<file path="src/rtl/demux_rr_dispatcher.sv">
// ============================================================================
// Module      : demux_rr_dispatcher
// Description : Dispatches a valid/ready word stream to one of N_CH channels,
//               round-robin or addressed per word, with an optional stall timeout.
// Revision    : 1.0 - initial release
// ============================================================================
`default_nettype none

module demux_rr_dispatcher #(
  parameter int DW     = 8,
  parameter int N_CH   = 8,
  parameter int SEL_W  = 3,
  parameter int TO_CYC = 0
) (
  input  logic             clk,
  input  logic             rst,
  input  logic             in_valid,
  output logic             in_ready,
  input  logic [DW-1:0]    in_data,
  input  logic [SEL_W-1:0] in_dest,
  input  logic             in_mode,
  output logic [N_CH-1:0]  out_valid,
  input  logic [N_CH-1:0]  out_ready,
  output logic [DW-1:0]    out_data,
  output logic [SEL_W-1:0] sel,
  output logic             busy,
  output logic             err_drop
);

  typedef enum logic [0:0] {
    S_EMPTY = 1'b0,
    S_FULL  = 1'b1
  } state_t;

  localparam int               c_TO_W    = (TO_CYC > 1) ? $clog2(TO_CYC) : 1;
  localparam int               c_TO_LAST = (TO_CYC > 0) ? TO_CYC - 1 : 0;
  localparam logic [SEL_W-1:0] c_LAST_CH = SEL_W'(N_CH - 1);
  localparam logic [SEL_W:0]   c_N_CH    = (SEL_W + 1)'(N_CH);

  state_t            r_state;
  logic [DW-1:0]     r_data;
  logic [SEL_W-1:0]  r_sel;
  logic [SEL_W-1:0]  r_rr_ptr;
  logic              r_mode;
  logic              r_err_drop;
  logic [c_TO_W-1:0] r_to_cnt;

  logic              w_full;
  logic [N_CH-1:0]   w_valid;
  logic              w_hs;
  logic              w_timeout;
  logic [SEL_W-1:0]  w_sel_next;
  logic [SEL_W-1:0]  w_rr_ptr_nxt;
  logic              w_in_ready;
  logic              w_accept;
  logic              w_bad;
  logic              w_load;

  assign w_full = (r_state == S_FULL);

  for (genvar i = 0; i < N_CH; i++) begin : g_valid
    assign w_valid[i] = w_full && (r_sel == SEL_W'(i));
  end

  assign w_hs       = |(w_valid & out_ready);
  assign w_timeout  = (TO_CYC > 0) && w_full && !w_hs &&
                      (r_to_cnt == c_TO_W'(c_TO_LAST));
  assign w_sel_next = (r_sel == c_LAST_CH) ? '0 : r_sel + 1'b1;

  // The RR pointer advances when an RR word leaves or is retargeted; a word
  // loaded in the same cycle already sees the advanced pointer.
  assign w_rr_ptr_nxt = ((w_hs || w_timeout) && !r_mode) ? w_sel_next : r_rr_ptr;

  assign w_in_ready = !w_full || (w_hs && !w_timeout);
  assign w_accept   = in_valid && w_in_ready;
  assign w_bad      = w_accept && in_mode && ({1'b0, in_dest} >= c_N_CH);
  assign w_load     = w_accept && !w_bad;

  always_ff @(posedge clk or posedge rst) begin
    if (rst) begin
      r_state    <= S_EMPTY;
      r_data     <= '0;
      r_sel      <= '0;
      r_rr_ptr   <= '0;
      r_mode     <= 1'b0;
      r_err_drop <= 1'b0;
      r_to_cnt   <= '0;
    end else begin
      r_err_drop <= w_bad || (w_timeout && r_mode);
      r_rr_ptr   <= w_rr_ptr_nxt;
      if (w_load) begin
        r_state  <= S_FULL;
        r_data   <= in_data;
        r_mode   <= in_mode;
        r_sel    <= in_mode ? in_dest : w_rr_ptr_nxt;
        r_to_cnt <= '0;
      end else if (w_hs) begin
        r_state  <= S_EMPTY;
        r_to_cnt <= '0;
      end else if (w_timeout) begin
        r_to_cnt <= '0;
        if (r_mode) begin
          r_state <= S_EMPTY;
        end else begin
          r_sel <= w_sel_next;
        end
      end else if (w_full && (TO_CYC > 0)) begin
        r_to_cnt <= r_to_cnt + 1'b1;
      end
    end
  end

  assign in_ready  = w_in_ready;
  assign out_valid = w_valid;
  assign out_data  = r_data;
  assign sel       = r_sel;
  assign busy      = w_full;
  assign err_drop  = r_err_drop;

endmodule

`default_nettype wire

</file>
<file path="config.mk">
export PLATFORM = sky130hd
export DESIGN_NAME = demux_rr_dispatcher
export DESIGN_NICKNAME = d
export VERILOG_FILES = /design/src/rtl/demux_rr_dispatcher.sv
export SDC_FILE = /design/constraint.sdc
export NUM_CORES = 1
export LEC_CHECK = 0
export CAP_MARGIN = 20
export CORE_MARGIN = 4
export CORE_UTILIZATION = 25
export CTS_BUF_LIST = sky130_fd_sc_hd__clkbuf_16
export DETAILED_ROUTE_END_ITERATION = 10
export SYNTH_ARGS = -nofsm -noshare
export SYNTH_HDL_FRONTEND = slang
export SYNTH_SLANG_ARGS = --single-unit
</file>
<file path="constraint.sdc">
create_clock -name clk -period 6.2 [get_ports clk]
set_input_delay 1.24 -clock clk [delete_from_list [all_inputs] [get_ports clk]]
set_output_delay 1.24 -clock clk [all_outputs]
set_load 0.02 [all_outputs]
</file>
# Yosys cells after proc, flatten, opt, wreduce, memory -nomap -nowiden

Cells that the tools add are included.

Input port bits: 23
Flip-flop bits (word level): 16

$add $sub $neg: 1
Bitwise operators: 1
Reduce and logical (&&, ||, !) cells: 16
Muxes and demuxes: 5
Eq/ne operators: 7

Operators by type and width:

| cell                                           | number |
|---|---|
| == test 3 bit (second input constant)          | 4 |
| logical AND 1 bit                              | 10 |
| two-way mux 3 bit                              | 3 |
| AND 8 bit                                      | 1 |
| OR reduction 8 bit                             | 1 |
| == test 3 x 2 -> 1 bit (second input constant) | 2 |
| adder 3 x 1 -> 3 bit (second input constant)   | 1 |
| == test 3 x 1 -> 1 bit (second input constant) | 1 |
| zero test 3 bit                                | 1 |
| zero test 1 bit                                | 2 |
| two-way mux 1 bit                              | 2 |
| nonzero test 2 bit                             | 1 |
| logical OR 1 bit                               | 1 |

# Logic depth before layout (Yosys ltp)

Depth after elaboration: 7
Depth in mapped cells: 8

# Least setup slack after synthesis

Ideal clock, no wire load.

Path type: input-to-output
Start point: in out_ready[0]
End point: out in_ready
Path buffers: 0
Stages: 3
Data arrival time: 2000 ps
Path slack: 2960 ps
Required time: 4960 ps
Path through: a221oi_1 -> a21oi_2 -> or2_1

Cells in the longest elaborated chain, start to end: 3

RTL lines:

| element            | line | text |
|---|---|---|
| from (decl)        | 23   | `input logic [N_CH-1:0] out_ready,` |
| AND 8 bit          | 65   | `assign w_hs = \|(w_valid & out_ready);` |
| OR reduction 8 bit | 65   |  |
| logical OR 1 bit   | 74   | `assign w_in_ready = !w_full \|\| (w_hs && !w_timeout);` |
| to (decl)          | 18   | `output logic in_ready,` |

Every way passes these cells.

# Worst setup path in the final report

Start point: in out_ready[3]
End point: out in_ready

Same word-level chain as after synthesis.

==> key figures <==
Worst hold path
  – Hold depth: 2
  – Origin of the worst min-delay path: r_rr_ptr[2]
  – HP Class: reg -> reg
  – End point of the worst hold path: r_rr_ptr[2]

Drt
  – DR DRC count: 0
  – Detailed router's first-iteration violation count: 28
  – Vias: 720
  – Routed vias/inst: 4.26
  – TritonRoute pass-1 iters: 4
  – Drt wl/cell: around 13 um
  – WL final: ~2200 um
  – Antenna Nets Post-Route: 0

Clock network
  – Reg clk slew, reported paths: around 0.050 ns
  – CTS tree: yes
  – CTS resizes: 0
  – Clk_lat worst skew: approximately 0.24 ns
  – CTS sink cnt: 16
  – CTS max path bufs: 2
  – Root buf cell: clkbuf_16
  – Post-CTS Setup Inserts: 0
  – H-tree depth: 1
  – # hold bufs at CTS: 0
  – TritonCTS Buffers: 3

Power
  – Worst vdd ir: just under 0.0003 V
  – Clk pwr share: 16.7%
  – P_sw: between 0.0002 and 0.0003 W
  – PwrDens: 511 nW/um2
  – Sw frac: around two fifths
  – Pleak: roughly 0.64 nW
  – Sequential share of power: approximately a quarter
  – Combinational share of power: a little under three fifths
  – Internal power: roughly 0.00046 W

STA
  – Fin worst setup slack: around 2 ns
  – Setup-failing EPs final: 0
  – Worst-Margin Slew: ~0.59 ns
  – Pins Over Slew Limit: 0
  – Final hold vios: 0
  – RSZ-0062 raised after global routing: no
  – Period utilization: approximately two thirds
  – Highest clock rate: about 240 MHz
  – Accumulated negative setup slack: 0 ns
  – Clk_skew: approximately 0.0023 ns
  – Relative slew slack: between 60 and 70%
  – Final min period: 4.19 ns

Setup path
  – CP Capture Type: output port
  – Worst path required time: 4.96 ns
  – Critical path arrival: ~3.0 ns
  – Reg2Reg Launch Point: sel[0]
  – Setup Crit Path Kind: in -> out
  – Critical path fanouts, max: 4
  – Startpoint Class: primary input
  – Cells on worst reg2reg path: 7
  – R2r setup slk: 3.92 ns
  – R2R Path End: sel[0]

Placed design
  – GPL Wtd Cong: slightly below 0.7
  – Placed cell count: about 170
  – Hpwl dp: about 1700 um
  – # port buffers: between 40 and 50
  – Placement Setup Slack: 1.98 ns

Run status
  – Status: finished clean

Logic synthesis
  – Syn_nets: about 110
  – Top cells by area, synth: dfrtp_1 44%, mux2_1 10%, ha_1 8.3%
  – Warnings, synthesis: 0
  – Synth top area share: around 44%
  – Seq cells post-synth: 16
  – Area leader, netlist: dfrtp_1
  – Synth Instances: 78
  – Netlist Area Pre-Place: roughly 900 um2
  – Sequential fraction of the synthesis area: 44.4%
  – Syn Area/Cell: approximately 12 um2
  – Synth top cells by count: 16 x dfrtp_1, 8 x mux2_1, 6 x ha_1, 6 x inv_1, 5 x and2_1
  – Number of synthesized flops with an enable pin: 0
  – Synth cell types: 29
  – Synth Flop Type: dfrtp_1
  – Synth async-reset ratio: 100%
  – Count leader, synth: dfrtp_1

Die
  – Die X: roughly 68 um
  – Die area: between 4000 and 5000 um2
  – Core Area: about 3400 um2
  – Die Span Y: ~68 um
  – FP Rows: 21
  – I/O pins: between 40 and 50
  – Initial core utilization: 26.4%

Cells and area
  – Fill count: about 350
  – Area added between synthesis and finish: 61.2%
  – Share of layout cells above drive strength 1: approximately an eighth
  – Final nets: about 150
  – # diodes: 0
  – Finished Layout Cells: 169

GRT
  – Total track usage: between 10% and 20%
  – First-pass GRT wire length: ~3700 um
  – Initial antenna violation count: 0
  – Gr ovfl total: 0
  – Largest net degree at the start of global routing: 17
  – Vias in the first global route: a little under 800

Job
  – Max_cap viols: 0
==> state kept, by name (all words and copies together) (netlist names) <==
register and cells:
r_rr_ptr 3, busy 1, sel 3, out_data 8, r_mode 1
==> cells in the final DEF (no fill, tap or decap), types with 2 or more instances in the layout <==
cell and count:
and3_2 3, nor2_1 3, a21oi_1 2, mux2_1 8
and2_1 5, a22oi_1 2, clkbuf_16 3, dfrtp_1 16
inv_1 6, a211o_1 2, mux2_4 2, ha_1 6
mux2_2 2, nand3_1 2, nand2_1 3, clkdlybuf4s50_1 43
==> layout make-up <==
cell class / count / area, um2 / share of cell area, %
flip-flops and latches: 16 / 400 / 27.5
clock buffers: 3 / 75.1 / 5.16
inverters: 6 / 22.5 / 1.55
repair buffers: 43 / 430 / 29.6
clock inverters: 1 / 3.75 / 0.258
well taps: 46 / 57.6 / 3.96
multi-input cells: 54 / 464 / 31.9
==> worst max-delay path: stages <==
cell and delay (ns):
clkdlybuf4s50_1 0.40, a22oi_1 0.28, nand4_2 0.18, or2_1 0.29, clkdlybuf4s50_1 0.55
==> power by group through the flow <==
stage	registers, W	clock network [W]	logic (W)
finish	0.000198	0.000124	0.000420
floorplan	0.000240	0	0.000214
CTS	0.000200	0.000127	0.000428
global route	0.000208	0.000134	0.000458
global placement	0.000197	0	0.000424
detailed placement	0.000200	0	0.000424
==> cell families (layout without fill, tap and decap cells) <==
| group | Yosys count | after routing | share of synthesized area (%) |
|---|---|---|---|
| muxes | 13 | 13 | 16.9 |
| adders and majority gates | 6 | 6 | 8.32 |
| and+or+nand+nor | 23 | 23 | 15.5 |
| AOI/OAI and AO/OA | 11 | 11 | 10.3 |
| DFF | 16 | 16 | 44.4 |
| buffers and inverters | 8 | 53 | 4.16 |
| other | 1 | 1 | 0.416 |
==> through the flow <==
stage	instance area (um2)	util (%)	hold WS, ns	total power (W)
after global routing	1450	42.6	0.503	0.000799
after floorplan	902	-	0.451	0.000454
after detailed placement	1380	40.3	0.474	0.000624
final	1450	42.6	0.477	0.000742
after CTS	1450	42.6	0.485	0.000755
after global placement	1380	40.3	0.466	0.000621
==> layer usage <==
| layer | share of wire, % | global-route usage (%) | up-vias |
|---|---|---|---|
| met4 | 0 | 2.98 | 0 |
| met1 | 44 | 13.2 | 323 |
| met3 | 12 | 3.45 | 0 |
| met2 | 43 | 16.1 | 42 |
| met5 | 0 | 0 | - |
| li1 | - | - | 355 |
==> worst max path at each step <==
stage,slack [ns],to,cells past startpoint,startpoint
after floorplan,2.96,in_ready,3,out_ready[0]
after global placement,2.00,in_ready,5,out_ready[3]
after detailed placement,1.98,in_ready,5,out_ready[3]
after CTS,1.97,in_ready,5,out_ready[3]
after global routing,1.88,in_ready,5,out_ready[3]
final,2.01,in_ready,5,out_ready[3]
Power figures use the tool's default switching activity.
